===== src/rtl/mdu_pkg.sv =====
// Shared definitions for the multiply/divide sequencer: op codes, ALU controls, FSM states.
package mdu_pkg;

   typedef enum logic [1:0] {
      OP_MULTU = 2'b00,
      OP_MULT  = 2'b01,
      OP_DIVU  = 2'b10,
      OP_DIV   = 2'b11
   } op_e;

   localparam logic [3:0] ALU_AND = 4'b0000;
   localparam logic [3:0] ALU_OR  = 4'b0001;
   localparam logic [3:0] ALU_ADD = 4'b0010;
   localparam logic [3:0] ALU_SUB = 4'b0110;
   localparam logic [3:0] ALU_SLT = 4'b0111;
   localparam logic [3:0] ALU_NOR = 4'b1100;

   localparam int ITER_COUNT = 32;

   typedef enum logic [2:0] {
      ST_IDLE   = 3'd0,
      ST_NEG_A  = 3'd1,
      ST_NEG_B  = 3'd2,
      ST_ITER   = 3'd3,
      ST_NEG_LO = 3'd4,
      ST_NEG_HI = 3'd5,
      ST_DONE   = 3'd6
   } state_e;

   function automatic logic op_is_signed(input logic [1:0] op);
      return (op == OP_MULT) || (op == OP_DIV);
   endfunction

   function automatic logic op_is_div(input logic [1:0] op);
      return (op == OP_DIVU) || (op == OP_DIV);
   endfunction

endpackage


===== src/rtl/mdu_seq_if.sv =====
// Pipeline-side handshake and result bus of the multiply/divide sequencer.
interface mdu_seq_if #(parameter int WIDTH = 32);
   logic             start;
   logic [1:0]       op;
   logic [WIDTH-1:0] a;
   logic [WIDTH-1:0] b;
   logic             abort;
   logic             busy;
   logic             done;
   logic [WIDTH-1:0] hi;
   logic [WIDTH-1:0] lo;

   modport master (output start, op, a, b, abort, input busy, done, hi, lo);
   modport slave  (input start, op, a, b, abort, output busy, done, hi, lo);
endinterface


===== src/rtl/mdu_seq_alu.sv =====
// Shared 32-bit ALU; the sequencer only ever drives ADD and SUB into it.
module mdu_seq_alu
   import mdu_pkg::*;
#(
   parameter int WIDTH = 32
) (
   input  logic [WIDTH-1:0] a,
   input  logic [WIDTH-1:0] b,
   input  logic [3:0]       alu_control,
   output logic [WIDTH-1:0] y,
   output logic             zero
);

   logic [WIDTH-1:0] diff;

   assign diff = a - b;

   always_comb begin
      y = '0;
      case (alu_control)
         ALU_AND: y = a & b;
         ALU_OR:  y = a | b;
         ALU_ADD: y = a + b;
         ALU_SUB: y = diff;
         ALU_SLT: y = {{(WIDTH-1){1'b0}}, ($signed(a) < $signed(b))};
         ALU_NOR: y = ~(a | b);
         default: y = '0;
      endcase
   end

   assign zero = (y == '0);

endmodule


===== src/rtl/mdu_seq.sv =====
// Iterative MULTU/MULT/DIVU/DIV sequencer; every add/sub/negate goes through one shared ALU.
//
//   state   | meaning
//   IDLE    | waiting for start; accept latches a, b, op
//   NEG_A   | signed: a <= |a|, record sign_a
//   NEG_B   | signed: b <= |b|, record sign_b, seed {acc, mq}
//   ITER    | 32 shift-add / restoring-divide steps
//   NEG_LO  | signed: conditional negate of lo
//   NEG_HI  | signed: conditional negate of hi, HI/LO written
//   DONE    | done pulse, back to IDLE
module mdu_seq
   import mdu_pkg::*;
#(
   parameter int WIDTH = 32
) (
   input  logic       clk,
   input  logic       rst_n,
   mdu_seq_if.slave   bus
);

   state_e           state;
   state_e           state_nxt;

   logic [1:0]       op_q;
   logic [WIDTH-1:0] opa, opa_nxt;
   logic [WIDTH-1:0] opb, opb_nxt;
   logic [WIDTH-1:0] acc, acc_nxt;
   logic [WIDTH-1:0] mq, mq_nxt;
   logic [WIDTH-1:0] hi_q, lo_q;
   logic [4:0]       cnt;
   logic             sign_a, sign_b;

   logic             accept;
   logic             last_iter;
   logic             is_div, is_signed;
   logic             hl_we;

   logic [WIDTH-1:0] alu_a, alu_b, alu_y;
   logic [3:0]       alu_ctl;
   logic             alu_zero_unused;

   logic [WIDTH-1:0] sum;
   logic             carry;
   logic [WIDTH-1:0] rem_s;
   logic [WIDTH-1:0] q_s;
   logic [WIDTH-1:0] b_abs;

   mdu_seq_alu #(.WIDTH(WIDTH)) u_alu (
      .a           (alu_a),
      .b           (alu_b),
      .alu_control (alu_ctl),
      .y           (alu_y),
      .zero        (alu_zero_unused)
   );

   assign is_div    = op_is_div(op_q);
   assign is_signed = op_is_signed(op_q);
   assign last_iter = (cnt == 5'(ITER_COUNT - 1));
   assign accept    = (state == ST_IDLE) && bus.start && !bus.abort;

   always_ff @(posedge clk or negedge rst_n) begin
      if (!rst_n) begin
         state <= ST_IDLE;
      end else begin
         state <= state_nxt;
      end
   end

   // abort outranks every transition; reset is handled by the register itself
   always_comb begin
      state_nxt = state;
      if (bus.abort) begin
         state_nxt = ST_IDLE;
      end else begin
         case (state)
            ST_IDLE:   if (bus.start) state_nxt = op_is_signed(bus.op) ? ST_NEG_A : ST_ITER;
            ST_NEG_A:  state_nxt = ST_NEG_B;
            ST_NEG_B:  state_nxt = ST_ITER;
            ST_ITER:   if (last_iter) state_nxt = is_signed ? ST_NEG_LO : ST_DONE;
            ST_NEG_LO: state_nxt = ST_NEG_HI;
            ST_NEG_HI: state_nxt = ST_DONE;
            ST_DONE:   state_nxt = ST_IDLE;
            default:   state_nxt = ST_IDLE;
         endcase
      end
   end

   always_comb begin
      bus.busy = (state != ST_IDLE);
      bus.done = (state == ST_DONE);
      hl_we    = !bus.abort &&
                 (((state == ST_ITER) && last_iter && !is_signed) || (state == ST_NEG_HI));
   end

   always_comb begin
      opa_nxt = opa;
      opb_nxt = opb;
      acc_nxt = acc;
      mq_nxt  = mq;
      alu_a   = '0;
      alu_b   = '0;
      alu_ctl = ALU_ADD;
      sum     = acc;
      carry   = 1'b0;
      rem_s   = '0;
      q_s     = '0;
      b_abs   = opb;
      case (state)
         ST_IDLE: begin
            if (accept) begin
               opa_nxt = bus.a;
               opb_nxt = bus.b;
               acc_nxt = '0;
               mq_nxt  = op_is_div(bus.op) ? bus.a : bus.b;
            end
         end
         ST_NEG_A: begin
            alu_b   = opa;
            alu_ctl = ALU_SUB;
            if (opa[WIDTH-1]) opa_nxt = alu_y;
         end
         ST_NEG_B: begin
            alu_b   = opb;
            alu_ctl = ALU_SUB;
            b_abs   = opb[WIDTH-1] ? alu_y : opb;
            opb_nxt = b_abs;
            acc_nxt = '0;
            mq_nxt  = is_div ? opa : b_abs;
         end
         ST_ITER: begin
            if (!is_div) begin
               alu_a   = acc;
               alu_b   = opa;
               alu_ctl = ALU_ADD;
               if (mq[0]) begin
                  sum   = alu_y;
                  carry = (alu_y < acc);
               end
               acc_nxt = {carry, sum[WIDTH-1:1]};
               mq_nxt  = {sum[0], mq[WIDTH-1:1]};
            end else begin
               rem_s   = {acc[WIDTH-2:0], mq[WIDTH-1]};
               q_s     = {mq[WIDTH-2:0], 1'b0};
               alu_a   = rem_s;
               alu_b   = opb;
               alu_ctl = ALU_SUB;
               // acc[MSB] is the 33rd remainder bit shifted out; when set rem > d always
               if (acc[WIDTH-1] || (rem_s >= opb)) begin
                  acc_nxt = alu_y;
                  mq_nxt  = {q_s[WIDTH-1:1], 1'b1};
               end else begin
                  acc_nxt = rem_s;
                  mq_nxt  = q_s;
               end
            end
         end
         ST_NEG_LO: begin
            alu_b   = mq;
            alu_ctl = ALU_SUB;
            if (sign_a ^ sign_b) mq_nxt = alu_y;
         end
         ST_NEG_HI: begin
            if (!is_div) begin
               alu_a   = ~acc;
               alu_b   = {{(WIDTH-1){1'b0}}, (mq == '0)};
               alu_ctl = ALU_ADD;
               if (sign_a ^ sign_b) acc_nxt = alu_y;
            end else begin
               alu_b   = acc;
               alu_ctl = ALU_SUB;
               if (sign_a) acc_nxt = alu_y;
            end
         end
         default: ;
      endcase
   end

   always_ff @(posedge clk or negedge rst_n) begin
      if (!rst_n) begin
         op_q   <= OP_MULTU;
         opa    <= '0;
         opb    <= '0;
         acc    <= '0;
         mq     <= '0;
         sign_a <= 1'b0;
         sign_b <= 1'b0;
         cnt    <= '0;
         hi_q   <= '0;
         lo_q   <= '0;
      end else if (!bus.abort) begin
         opa <= opa_nxt;
         opb <= opb_nxt;
         acc <= acc_nxt;
         mq  <= mq_nxt;
         if (accept) op_q <= bus.op;
         if (state == ST_NEG_A) sign_a <= opa[WIDTH-1];
         if (state == ST_NEG_B) sign_b <= opb[WIDTH-1];
         cnt <= (state == ST_ITER) ? cnt + 5'd1 : 5'd0;
         if (hl_we) begin
            hi_q <= acc_nxt;
            lo_q <= mq_nxt;
         end
      end else begin
         cnt <= '0;
      end
   end

   assign bus.hi = hi_q;
   assign bus.lo = lo_q;

endmodule


===== src/flat_wrapper.sv =====
// flat-port wrapper written by rule: the top's interface ports become plain ports
module mdu_seq_flat import mdu_pkg::*;
#(
   parameter int WIDTH = 32
)
  (clk, rst_n, bus_start, bus_op, bus_a, bus_b, bus_abort, bus_busy, bus_done, bus_hi, bus_lo);
  mdu_seq_if #(.WIDTH(WIDTH)) bus_i ();
  input  logic clk;
  input  logic rst_n;
  input wire logic [$bits(bus_i.start)-1:0] bus_start;
  input wire logic [$bits(bus_i.op)-1:0] bus_op;
  input wire logic [$bits(bus_i.a)-1:0] bus_a;
  input wire logic [$bits(bus_i.b)-1:0] bus_b;
  input wire logic [$bits(bus_i.abort)-1:0] bus_abort;
  output wire logic [$bits(bus_i.busy)-1:0] bus_busy;
  output wire logic [$bits(bus_i.done)-1:0] bus_done;
  output wire logic [$bits(bus_i.hi)-1:0] bus_hi;
  output wire logic [$bits(bus_i.lo)-1:0] bus_lo;
  assign bus_i.start = bus_start;
  assign bus_i.op = bus_op;
  assign bus_i.a = bus_a;
  assign bus_i.b = bus_b;
  assign bus_i.abort = bus_abort;
  assign bus_busy = bus_i.busy;
  assign bus_done = bus_i.done;
  assign bus_hi = bus_i.hi;
  assign bus_lo = bus_i.lo;
  mdu_seq #(.WIDTH(WIDTH)) u_core (.clk(clk), .rst_n(rst_n), .bus(bus_i));
endmodule

===== config.mk =====
export PLATFORM = sky130hd
export DESIGN_NAME = mdu_seq_flat
export DESIGN_NICKNAME = d
export VERILOG_FILES = /design/src/rtl/mdu_pkg.sv /design/src/rtl/mdu_seq_if.sv /design/src/rtl/mdu_seq_alu.sv /design/src/rtl/mdu_seq.sv /design/src/flat_wrapper.sv
export SDC_FILE = /design/constraint.sdc
export NUM_CORES = 1
export LEC_CHECK = 0
export BUFFER_PORTS_ARGS = -buffer_cell sky130_fd_sc_hd__buf_2
export CELL_PAD_IN_SITES_DETAIL_PLACEMENT = 1
export CELL_PAD_IN_SITES_GLOBAL_PLACEMENT = 1
export CORE_MARGIN = 2
export CORE_UTILIZATION = 40
export DETAILED_ROUTE_END_ITERATION = 10
export GPL_ROUTABILITY_DRIVEN = 0
export PLACE_DENSITY = 0.77
export SYNTH_ARGS = -nofsm -noshare
export SYNTH_HDL_FRONTEND = slang
export SYNTH_SLANG_ARGS = --single-unit

===== constraint.sdc =====
create_clock -name clk -period 6.4 [get_ports clk]
set_input_delay 0.32 -clock clk [delete_from_list [all_inputs] [get_ports clk]]
set_output_delay 0.32 -clock clk [all_outputs]
set_load 0.005 [all_outputs]

==> results.tsv <==
stage	metric	value	unit
sta	finalSetupViolations	2	
sta	worst_pin_slew	1.28	ns
global_routing	grt_overflow_total	0	
sta	finClkSkew	0.0216	ns
synthesis	synth_adder_area_share	0.0703	
floorplanning	die-area	0.0456	mm²
final_layout	finish.net_count	2609	
clock_tree	clock-sinks	204	
outcome	outcome	finished with violations	
setup_path	r2r-start	u_core.op_q[1]	
global_routing	grt_use_total	0.370	
synthesis	syn_area	0.0176	mm²
sta	final.setup.tns	-0.280	ns
clock_tree	cts-root-buf	clkbuf_16	
floorplanning	fp.coreArea	0.0432	mm²
worst_hold_path	min_to	u_core.opa[2]	
final_layout	fin_area	0.0214	mm²
synthesis	synth_seq_cells	204	
clock_tree	cts-htree-levels	1	
floorplanning	initial_core_util	0.407	
run	drv_cap	0	
setup_path	criticalPathCategory	flop to flop	
sta	rsz0062_at_grt	yes	
global_routing	antenna_found_initial	1	
power	fin_total_pwr	0.00965	W
final_layout	fill_cells	5328	
clock_tree	clockBufferDepth	3	
synthesis	yosys.area_share.simple	0.154	
synthesis	yosys.area.top_type	dfrtp_1	
route	wl_per_cell	28.3	µm
global_routing	grt_start_max_net_pins	93	
synthesis	synth.area.mux_share	0.0757	
power	powerDensity	451	mW/mm²
setup_path	cp_max_fo	26	
outcome	violations	negative setup slack	
setup_path	regToRegSetupSlack	-0.14	ns
setup_path	end_kind	flop	
worst_hold_path	worstHoldStart	bus_a[2]	
sta	final_max_slew_viol_count	0	
worst_hold_path	hold_path_class	input port to flop	
placement	dpl.cell_count	2980	
synthesis	syn_avg_cell_area	7.93	µm²
sta	hold_violations	0	
sta	period_minus_slack	6.54	ns
final_layout	drive_above_1_share	0.222	
synthesis	syn_inst	2213	
floorplanning	die_x	214	µm
global_routing	grt_first_pass_wirelength	129000	µm
setup_path	r2r_cells	27	
global_routing	grt_pass1_vias	21300	
synthesis	synth_top_family_by_area	compound AO/OA/AOI/OAI gates	
worst_hold_path	hold_depth	3	
route	dr.pass1.iters	7	
sta	fmax	153	MHz
synthesis	async_reset_ff_frac	1.00	
synthesis	synth_edf_count	0	
synthesis	synth_top_area_frac	0.291	
placement	io_buffers	135	
clock_tree	clk_pin_slew	0.07	ns
synthesis	ys_warn_count	0	
power	ir_worst_vdd	0.309	mV
clock_tree	clk_latency	0.58	ns
setup_path	r2r_end	u_core.acc[31]	
route	routed_wirelength	86200	µm
power	p_leak	9.53	nW
setup_path	required	6.85	ns
synthesis	synth.distinct_cells	76	
synthesis	synth_area_leaders	dfrtp_1 (29%), ha_1 (6.9%), a21oi_1 (6.8%)	
setup_path	cp_data_arrival_time	6.99	ns
synthesis	synth_nets	2381	
synthesis	synth_seq_area_share	0.291	
floorplanning	num_io_pins	136	
route	drtIter0Drc	2110	
route	ant_nets	0	
floorplanning	die_y	214	µm
synthesis	ys_top_cells_by_count	a21oi_1 (239), dfrtp_1 (204), nor2_1 (202), nand2_1 (200), o21ai_0 (180)	
clock_tree	cts_tree	yes	
placement	place_area	0.0201	mm²
route	vias_per_cell	6.76	
placement	dp_hpwl	61500	µm
route	route.detailed.drc	0	
synthesis	synth_ff_type	dfrtp_1	
synthesis	yosysMostFrequentCell	a21oi_1	
sta	maxSlewHeadroom	0.140	
synthesis	synth_compound_area_frac	0.321	
clock_tree	cts_buffers	27	
setup_path	worstSetupStartpointType	flop	
sta	setup_ws	-0.141	ns
final_layout	areaGrowthSynthToFinish	21.8	%
synthesis	synth_xor_area_frac	0.0304	
floorplanning	rows	76	
route	vias	20600	
sta	fin_crit_sh	1.02	
final_layout	final_cells	3047	
==> stage by stage <==
step	setup WS [ns]	utilization	hold slack, ns
floorplan	0.0610	-	0.0244
global placement	-0.764	0.465	0.283
detailed placement	-0.816	0.465	0.287
CTS	-0.111	0.491	0.0128
global route	-0.336	0.496	0.0555
finish	-0.141	0.496	0.0252
==> power breakdown <==
part | switching, W | total [W] | internal (W)
Sequential | 0.000433 | 0.00206 | 0.00163
Combinational | 0.00378 | 0.00600 | 0.00222
Clock | 0.000653 | 0.00159 | 0.000933
Total | 0.00487 | 0.00965 | 0.00478
==> area by class of cell <==
cell class | instances | area, µm² | area share
diodes | 1 | 2.50 | 0.000117
clock buffers | 37 | 783 | 0.0366
clock inverters | 12 | 124 | 0.00579
inverters | 90 | 338 | 0.0158
multi-input cells | 1746 | 11800 | 0.551
flip-flops and latches | 204 | 5110 | 0.239
well taps | 585 | 732 | 0.0342
repair buffers | 372 | 2510 | 0.117
==> how the worst max path moves through the flow <==
stage	start	end	slack, ns	depth (start not counted)
after floorplan	u_core.op_q[1]	u_core.bus.hi[31]	0.06	31
after global placement	u_core.op_q[1]	u_core.bus.hi[31]	-0.76	27
after detailed placement	u_core.op_q[1]	u_core.bus.hi[31]	-0.82	27
after CTS	u_core.op_q[1]	u_core.bus.hi[31]	-0.11	29
after global routing	u_core.op_q[1]	u_core.acc[31]	-0.34	30
final	u_core.op_q[1]	u_core.acc[31]	-0.14	27
==> logic make-up (layout without fill, tap and decap cells) <==
group	count (synthesis)	in the layout
compound gates	865	865
simple gates	597	597
buf+inv	263	511
flops	204	204
mux	126	126
fa+ha+maj	98	98
xor+xnor	60	60
other cells	0	1
==> critical path: stages, from the launching register on <==
cell	delay (ns)
dfrtp_4	0.51
buf_6	0.21
nor4_4	0.48
nand3_1	0.18
o31a_1	0.33
ha_2	0.20
inv_2	0.07
buf_4	0.11
o31ai_1	0.08
xor2_1	0.21
ha_1	0.33
a21o_1	0.18
buf_4	0.15
a221oi_4	0.33
buf_4	0.18
o21bai_1	0.11
or3_1	0.40
a31oi_2	0.22
o21ai_1	0.12
xnor2_1	0.19
ha_2	0.36
nand4_1	0.14
nor2_4	0.23
o2111ai_4	0.19
a31o_4	0.30
a22oi_2	0.18
o21ai_2	0.10
mux2_4	0.27
==> metal layers <==
layer	global-route usage	up-vias	routed length (µm)	share of wire
li1	-	8713	-	-
met1	0.450	10100	32200	0.37
met2	0.577	1299	37800	0.44
met3	0.0750	438	8170	0.095
met4	0.283	0	8050	0.093
met5	0	-	0	0
==> repair_timing <==
action                                 CTS  global route
setup endpoints to repair                6             4
setup buffers                            7             9
pin swaps                               35            24
cloned                                   0             0
resized for setup                       37            30
hold buffers                             2             0
endpoints found under the hold margin   60             0
==> layout by cell type (no fill, tap or decap), types with 10 or more instances in the layout <==
master and n:
a21oi_1 230, buf_4 230, dfrtp_1 200, nor2_1 197
nand2_1 197, o21ai_0 172, buf_2 133, ha_1 91
inv_1 86, a22oi_1 82, mux2i_1 71, nand3_1 53
mux2_2 53, o22ai_1 51, a221o_1 37, a21o_1 35
xor2_1 29, xnor2_1 29, nand2b_1 28, a211oi_1 27
clkbuf_16 27, nor3_1 26, a31oi_1 24, a221oi_1 22
o211ai_1 19, o221ai_1 18, nand4_1 16, a32oi_1 15
o31ai_1 11, nor4_1 10, and3_1 10
==> sequential cells by signal (all words and copies together) (netlist names) <==
name           flops
u_core.bus.hi     32
u_core.acc        32
u_core.cnt         5
u_core.state       3
u_core.opb        32
u_core.opa        32
u_core.bus.lo     32
u_core.sign_a      1
u_core.sign_b      1
u_core.mq         32
u_core.op_q        2
Note: power is estimated with default switching activity, not from simulation.
